--- config.mk ---
export PLATFORM = sky130hd
export DESIGN_NAME = i2c_slave_regs
export DESIGN_NICKNAME = d
export VERILOG_FILES = /design/src/rtl/i2c_slave_regs.sv
export SDC_FILE = /design/constraint.sdc
export NUM_CORES = 1
export LEC_CHECK = 0
export CORE_MARGIN = 2
export CORE_UTILIZATION = 60
export CTS_BUF_LIST = sky130_fd_sc_hd__clkbuf_8
export CTS_CLUSTER_DIAMETER = 40
export CTS_CLUSTER_SIZE = 30
export DETAILED_ROUTE_END_ITERATION = 7
export GPL_TIMING_DRIVEN = 1
export HOLD_SLACK_MARGIN = 0.03
export PLACE_DENSITY = 0.95
export SYNTH_ARGS = -nofsm -noshare
export SYNTH_HDL_FRONTEND = slang
export SYNTH_SLANG_ARGS = --single-unit
--- constraint.sdc ---
create_clock -name clk -period 5.7 [get_ports clk]
set_clock_uncertainty 0.1 [all_clocks]
set_input_delay 0.57 -clock clk [delete_from_list [all_inputs] [get_ports clk]]
set_output_delay 0.57 -clock clk [all_outputs]
set_load 0.05 [all_outputs]
--- src/rtl/i2c_slave_regs.sv ---
// i2c_slave_regs: I2C slave with register pointer and a byte-wide register-file port
module i2c_slave_regs #(
  parameter logic [6:0] SLAVE_ADDR = 7'h50,
  parameter int         PTR_W      = 8,
  parameter int         FILT_LEN   = 3,
  parameter bit         AUTO_INC   = 1'b1
) (
  input  logic             clk,
  input  logic             rst,
  input  logic             scl_i,
  input  logic             sda_i,
  output logic             sda_o,
  output logic             sda_oen,
  output logic [PTR_W-1:0] rf_addr,
  output logic [7:0]       rf_wdata,
  output logic             rf_we,
  output logic             rf_re,
  input  logic [7:0]       rf_rdata,
  output logic             busy,
  output logic             addressed,
  output logic             rd_mode
);
  localparam int CW = $clog2(FILT_LEN + 1);
  typedef enum logic [3:0] {
    IDLE, DEV_ADDR, DEV_ACK, PTR, PTR_ACK, WR_DATA, WR_ACK, RD_DATA, RD_ACK, WAIT_STOP
  } state_t;
  state_t state, state_n;
  logic [1:0] s1, s2, flt, flt_p;
  logic scl_f, sda_f, scl_rise, scl_fall, start_c, stop_c;
  logic [3:0] bit_cnt, bit_cnt_n;
  logic [6:0] shreg, shreg_n, tx, tx_n;
  logic [7:0] rx_byte;
  logic [PTR_W-1:0] ptr, ptr_n, addr_n;
  logic [7:0] wdata_n;
  logic oen_n, we_n, re_n, busy_n, addressed_n, rd_mode_n, ack_pend, ack_pend_n, load_pend, load_n;
  assign sda_o = 1'b0;
  // two-flop synchroniser on both pads plus previous filtered levels for edge detect
  always_ff @(posedge clk)
    if (rst) begin
      s1 <= '1;
      s2 <= '1;
      flt_p <= '1;
    end else begin
      s1 <= {scl_i, sda_i};
      s2 <= s1;
      flt_p <= flt;
    end
  for (genvar g = 0; g < 2; g++) begin : g_flt
    logic [CW-1:0] cnt;
    logic q;
    assign flt[g] = q;
    // filtered level flips only after FILT_LEN consecutive differing samples
    always_ff @(posedge clk)
      if (rst) begin
        cnt <= '0;
        q <= 1'b1;
      end else if (s2[g] == q) cnt <= '0;
      else if (cnt == CW'(FILT_LEN - 1)) begin
        cnt <= '0;
        q <= s2[g];
      end else cnt <= cnt + 1'b1;
  end
  assign scl_f = flt[1];
  assign sda_f = flt[0];
  assign scl_rise = scl_f & ~flt_p[1];
  assign scl_fall = ~scl_f & flt_p[1];
  assign start_c = scl_f & flt_p[1] & flt_p[0] & ~sda_f;
  assign stop_c = scl_f & flt_p[1] & ~flt_p[0] & sda_f;
  assign rx_byte = {shreg, sda_f};
  // bus protocol: START/STOP first, then read-data load, bit sampling on SCL rise, SDA drive on SCL fall
  always_comb begin
    state_n = state;
    bit_cnt_n = bit_cnt;
    shreg_n = shreg;
    tx_n = tx;
    ptr_n = ptr;
    oen_n = sda_oen;
    we_n = 1'b0;
    re_n = 1'b0;
    load_n = 1'b0;
    addr_n = rf_addr;
    wdata_n = rf_wdata;
    busy_n = busy;
    addressed_n = addressed;
    rd_mode_n = rd_mode;
    ack_pend_n = ack_pend;
    if (start_c) begin
      state_n = DEV_ADDR;
      bit_cnt_n = '0;
      ack_pend_n = 1'b0;
      oen_n = 1'b1;
      busy_n = 1'b1;
      addressed_n = 1'b0;
    end else if (stop_c) begin
      state_n = IDLE;
      ack_pend_n = 1'b0;
      oen_n = 1'b1;
      busy_n = 1'b0;
      addressed_n = 1'b0;
    end else begin
      if (load_pend) begin
        tx_n = rf_rdata[6:0];
        oen_n = rf_rdata[7];
      end
      if (scl_rise) begin
        shreg_n = rx_byte[6:0];
        bit_cnt_n = bit_cnt + 4'd1;
        case (state)
          DEV_ADDR: if (bit_cnt == 4'd7) begin
            if (rx_byte[7:1] == SLAVE_ADDR) ack_pend_n = 1'b1;
            else state_n = WAIT_STOP;
          end
          PTR: if (bit_cnt == 4'd7) begin
            ptr_n = rx_byte[PTR_W-1:0];
            ack_pend_n = 1'b1;
          end
          WR_DATA: if (bit_cnt == 4'd7) begin
            we_n = 1'b1;
            addr_n = ptr;
            wdata_n = rx_byte;
            ack_pend_n = 1'b1;
          end
          RD_ACK: if (!sda_f) begin
            ack_pend_n = 1'b1;
            ptr_n = ptr + PTR_W'(AUTO_INC);
          end else state_n = WAIT_STOP;
          default: ;
        endcase
      end
      if (scl_fall) begin
        case (state)
          DEV_ADDR, PTR, WR_DATA: if (ack_pend) begin
            ack_pend_n = 1'b0;
            oen_n = 1'b0;
            state_n = state == DEV_ADDR ? DEV_ACK : state == PTR ? PTR_ACK : WR_ACK;
            addressed_n = state == DEV_ADDR ? 1'b1 : addressed;
            rd_mode_n = state == DEV_ADDR ? shreg[0] : rd_mode;
          end
          DEV_ACK: begin
            oen_n = 1'b1;
            bit_cnt_n = '0;
            state_n = rd_mode ? RD_DATA : PTR;
            re_n = rd_mode;
            load_n = rd_mode;
            addr_n = rd_mode ? ptr : rf_addr;
          end
          PTR_ACK, WR_ACK: begin
            oen_n = 1'b1;
            bit_cnt_n = '0;
            state_n = WR_DATA;
            ptr_n = state == WR_ACK ? ptr + PTR_W'(AUTO_INC) : ptr;
          end
          RD_DATA: if (bit_cnt == 4'd8) begin
            oen_n = 1'b1;
            bit_cnt_n = '0;
            state_n = RD_ACK;
          end else begin
            oen_n = tx[6];
            tx_n = {tx[5:0], 1'b0};
          end
          RD_ACK: if (ack_pend) begin
            ack_pend_n = 1'b0;
            re_n = 1'b1;
            load_n = 1'b1;
            addr_n = ptr;
            bit_cnt_n = '0;
            state_n = RD_DATA;
          end
          default: ;
        endcase
      end
    end
  end
  // state and datapath registers; reset releases SDA on the same edge
  always_ff @(posedge clk)
    if (rst) begin
      state <= IDLE;
      bit_cnt <= '0;
      shreg <= '0;
      tx <= '0;
      ptr <= '0;
      sda_oen <= 1'b1;
      rf_we <= 1'b0;
      rf_re <= 1'b0;
      load_pend <= 1'b0;
      rf_addr <= '0;
      rf_wdata <= '0;
      busy <= 1'b0;
      addressed <= 1'b0;
      rd_mode <= 1'b0;
      ack_pend <= 1'b0;
    end else begin
      state <= state_n;
      bit_cnt <= bit_cnt_n;
      shreg <= shreg_n;
      tx <= tx_n;
      ptr <= ptr_n;
      sda_oen <= oen_n;
      rf_we <= we_n;
      rf_re <= re_n;
      load_pend <= load_n;
      rf_addr <= addr_n;
      rf_wdata <= wdata_n;
      busy <= busy_n;
      addressed <= addressed_n;
      rd_mode <= rd_mode_n;
      ack_pend <= ack_pend_n;
    end
endmodule
==> impl_metrics.env <==
export IMPL_num_rows=27
export IMPL_drive_above_1_share_pct=7.042
export IMPL_hold_path_cell_count=1
export IMPL_clkTransAtPathRegs_ps=70
export IMPL_critical_path_max_stage_delay_ps=920
export IMPL_place_congestion=0.8955
export IMPL_synth_xor_area_share_pct=1.811
export IMPL_status="completed"
export IMPL_nets=439
export IMPL_drc_errors=0
export IMPL_drt_pass1_iterations=5
export IMPL_vias_per_cell=6.271
export IMPL_timing_rr_start="g_flt[1].q$_SDFFE_PP1P_"
export IMPL_yosys_top_cells_area="dfxtp_1 (38%), mux2i_1 (6.8%), a21oi_1 (4.7%), nor2_1 (4.5%), nand2_1 (3.5%)"
export IMPL_die_x_um=79.12
export IMPL_synthTopCellsByCount="dfxtp_1 (65), nor2_1 (41), a21oi_1 (32), nand2_1 (32), mux2i_1 (23)"
export IMPL_fmax_ghz=0.3159
export IMPL_synthMuxAreaShare_pct=7.797
export IMPL_synth_compound_area_share_pct=19.92
export IMPL_critPathMaxFanout=15
export IMPL_yosysSeqAreaShare_pct=38.43
export IMPL_cp_slowest_cell="or4_1"
export IMPL_fin_crit_ps=3166
export IMPL_vias=3123
export IMPL_ir_drop_v=0.0001761
export IMPL_crit_chain="nand2b_1, or4_1, a221oi_4, mux2i_1, nor2_1"
export IMPL_yosysTopAreaCell="dfxtp_1"
export IMPL_grt_pass1_wl_mm=13.32
export IMPL_ant_nets=0
export IMPL_setup_viol=0
export IMPL_place_hpwl_mm=5.263
export IMPL_cts_made_buffers=9
export IMPL_htree_num_levels=3
export IMPL_synth_edff_count=0
export IMPL_clockBufferDepth=2
export IMPL_grt_pass1_vias=2931
export IMPL_worstPathArrival_ps=3260
export IMPL_cts_sinks=65
export IMPL_min_period_over_period_pct=55.54
export IMPL_synth_top_family_by_area="simple AND/OR/NAND/NOR gates"
export IMPL_rsz0062_at_grt="false"
export IMPL_antenna_found_initial=0
export IMPL_cts_setup_buffers=0
export IMPL_dieHeight_um=79.12
export IMPL_drv_cap=0
export IMPL_setup_tns_ps=0
export IMPL_slew_viol_final=0
export IMPL_synth_simple_area_share_pct=25.02
export IMPL_port_buffers=33
export IMPL_synthAdderAreaFrac_pct=1.848
export IMPL_cts_tree="yes"
export IMPL_hold_buffers=0
export IMPL_crit_required_ps=5800
export IMPL_drt_wirelength_per_cell_um=15.91
export IMPL_post_route_worst_setup_slack_ps=2534
export IMPL_regArea_sq_um=1301
export IMPL_wirelength_mm=7.925
export IMPL_async_flop_share_pct=0
export IMPL_avgSynthCellArea_sq_um=8.381
export IMPL_cts_resized=0
export IMPL_grt_use_total_pct=26.89
export IMPL_synth_most_common_cell="dfxtp_1"
export IMPL_r2r_cells=5
export IMPL_syn_to_final_growth_pct=15.30
export IMPL_fillers=426
export IMPL_clk_latency_ps=350
export IMPL_crit_type="reg -> reg"
export IMPL_core_area_sq_um=5473
export IMPL_dp_slack_ps=2548
export IMPL_multi_input_area_sq_um=1913
export IMPL_grt_max_degree=57
export IMPL_drtIter0Drc=312
export IMPL_crit_start="g_flt[1].q$_SDFFE_PP1P_"
export IMPL_syn_nets=421
export IMPL_ys_flop_type="dfxtp_1"
export IMPL_antennaDiodeCount=0
export IMPL_endpoint_kind="flip-flop"
export IMPL_hp_start="s1[0]$_SDFF_PP1_"
export IMPL_ctsRootBufferMaster="clkbuf_8"
export IMPL_io_pins=35
export IMPL_yosys_cell_types_count=62
export IMPL_tightest_slew_ps=950.3
export IMPL_syn_area_sq_um=3386
export IMPL_p_leak_nw=1.386
export IMPL_dieArea_sq_um=6260
export IMPL_ys_warn_count=0
export IMPL_grt_overflow_total=0
export IMPL_synth_top_area_share_pct=38.43
export IMPL_relSlewSlack_pct=36.65
export IMPL_ys_seq_elements=65
export IMPL_r2r_setup_slack_ps=2530
export IMPL_worst_hold_path_endpoint="s2[0]$_SDFF_PP1_"
export IMPL_syn_inst=404
export IMPL_finalHoldViolCount=0
export IMPL_reg2reg_to="rf_addr[0]$_SDFFE_PP0P_"
export IMPL_hp_class="reg -> reg"
export IMPL_powerDensity_nw_per_um2=231.6
export IMPL_start_kind="flip-flop"
export IMPL_start_util_pct=61.87
==> metrics by stage <==
step	instances	cell area [sq um]	util (%)	total power, mW	hold slack, ps
CTS	498	3904	71.33	0.9046	317.0
detailed placement	483	3694	67.49	0.4906	299.4
global placement	483	3694	67.49	0.4899	295.3
finish	498	3904	71.33	0.9039	315.8
floorplan	404	3386	-	0.4814	289.5
global route	498	3904	71.33	0.9262	333.0
==> metal layers <==
metal / vias up / global-route usage (%) / wire, um
li1: 1484 / - / -
met1: 1485 / 35.29 / 3564
met2: 129 / 42.03 / 3669
met3: 25 / 4.091 / 457
met4: 0 / 15.52 / 233
met5: - / 0 / 0
==> kinds of logic after synthesis <==
logic type / Yosys count
XOR/XNOR: 7
multiplexers: 26
AO/OA/AOI/OAI: 100
buffers and inverters: 42
adder cells (fa/ha/maj): 5
other: 1
flip-flops: 65
AND/OR/NAND/NOR: 158
==> critical path, delay by kind of cell, from the launching register on <==
kind	cells	cell delay, ps
simple gates	3	1380
compound gates	1	720
flops	1	530
mux	1	280
==> cell type report <==
class / count / share of cell area, %
Clock buffer: 10 / 3.526
Clock inverter: 5 / 1.859
Inverter: 15 / 1.442
Multi-Input combinational cell: 297 / 49.01
Sequential cell: 65 / 33.33
Tap cell: 72 / 2.308
Timing Repair Buffer: 34 / 8.526
==> worst max-delay path by stage <==
stage	endpoint	slack [ps]	cells past startpoint
2_1_floorplan	rf_addr[0]$_SDFFE_PP0P_	3440	7
3_3_place_gp	rf_addr[5]$_SDFFE_PP0P_	2690	5
3_5_place_dp	rf_addr[0]$_SDFFE_PP0P_	2550	5
4_1_cts	rf_addr[0]$_SDFFE_PP0P_	2510	5
5_1_grt	rf_addr[0]$_SDFFE_PP0P_	2360	5
6_report	rf_addr[0]$_SDFFE_PP0P_	2530	5
==> where the power goes <==
part           switching (mW)  internal [mW]
clock                   0.172          0.252
sequential            0.00153          0.456
combinational          0.0125         0.0103
total                   0.186          0.718
==> cell usage in the layout (no fill, tap or decap), drive strengths merged, types with 3 or more instances in the layout <==
cell            n
a211o           3
a211oi          6
a21oi          32
a221oi          9
a22oi           3
a31oi           6
and3            6
clkbuf         10
clkdlybuf4s50  32
dfxtp          65
ha              5
inv            17
mux2            3
mux2i          23
nand2          32
nand2b         12
nand3           9
nand3b          4
nand4           4
nor2           42
nor2b          11
nor3            7
nor3b           3
nor4            3
o21ai          18
o31ai           4
or2             8
or3             3
xnor2           4
xor2            3
==> sequential cells by signal, indices dropped and copies added, names as in the netlist, 4 cells and up <==
signal / flops
rf_addr: 8
g_flt.cnt: 4
state: 4
shreg: 7
bit_cnt: 4
ptr: 8
rf_wdata: 8
tx: 7
(Power assumes the default switching activity.)
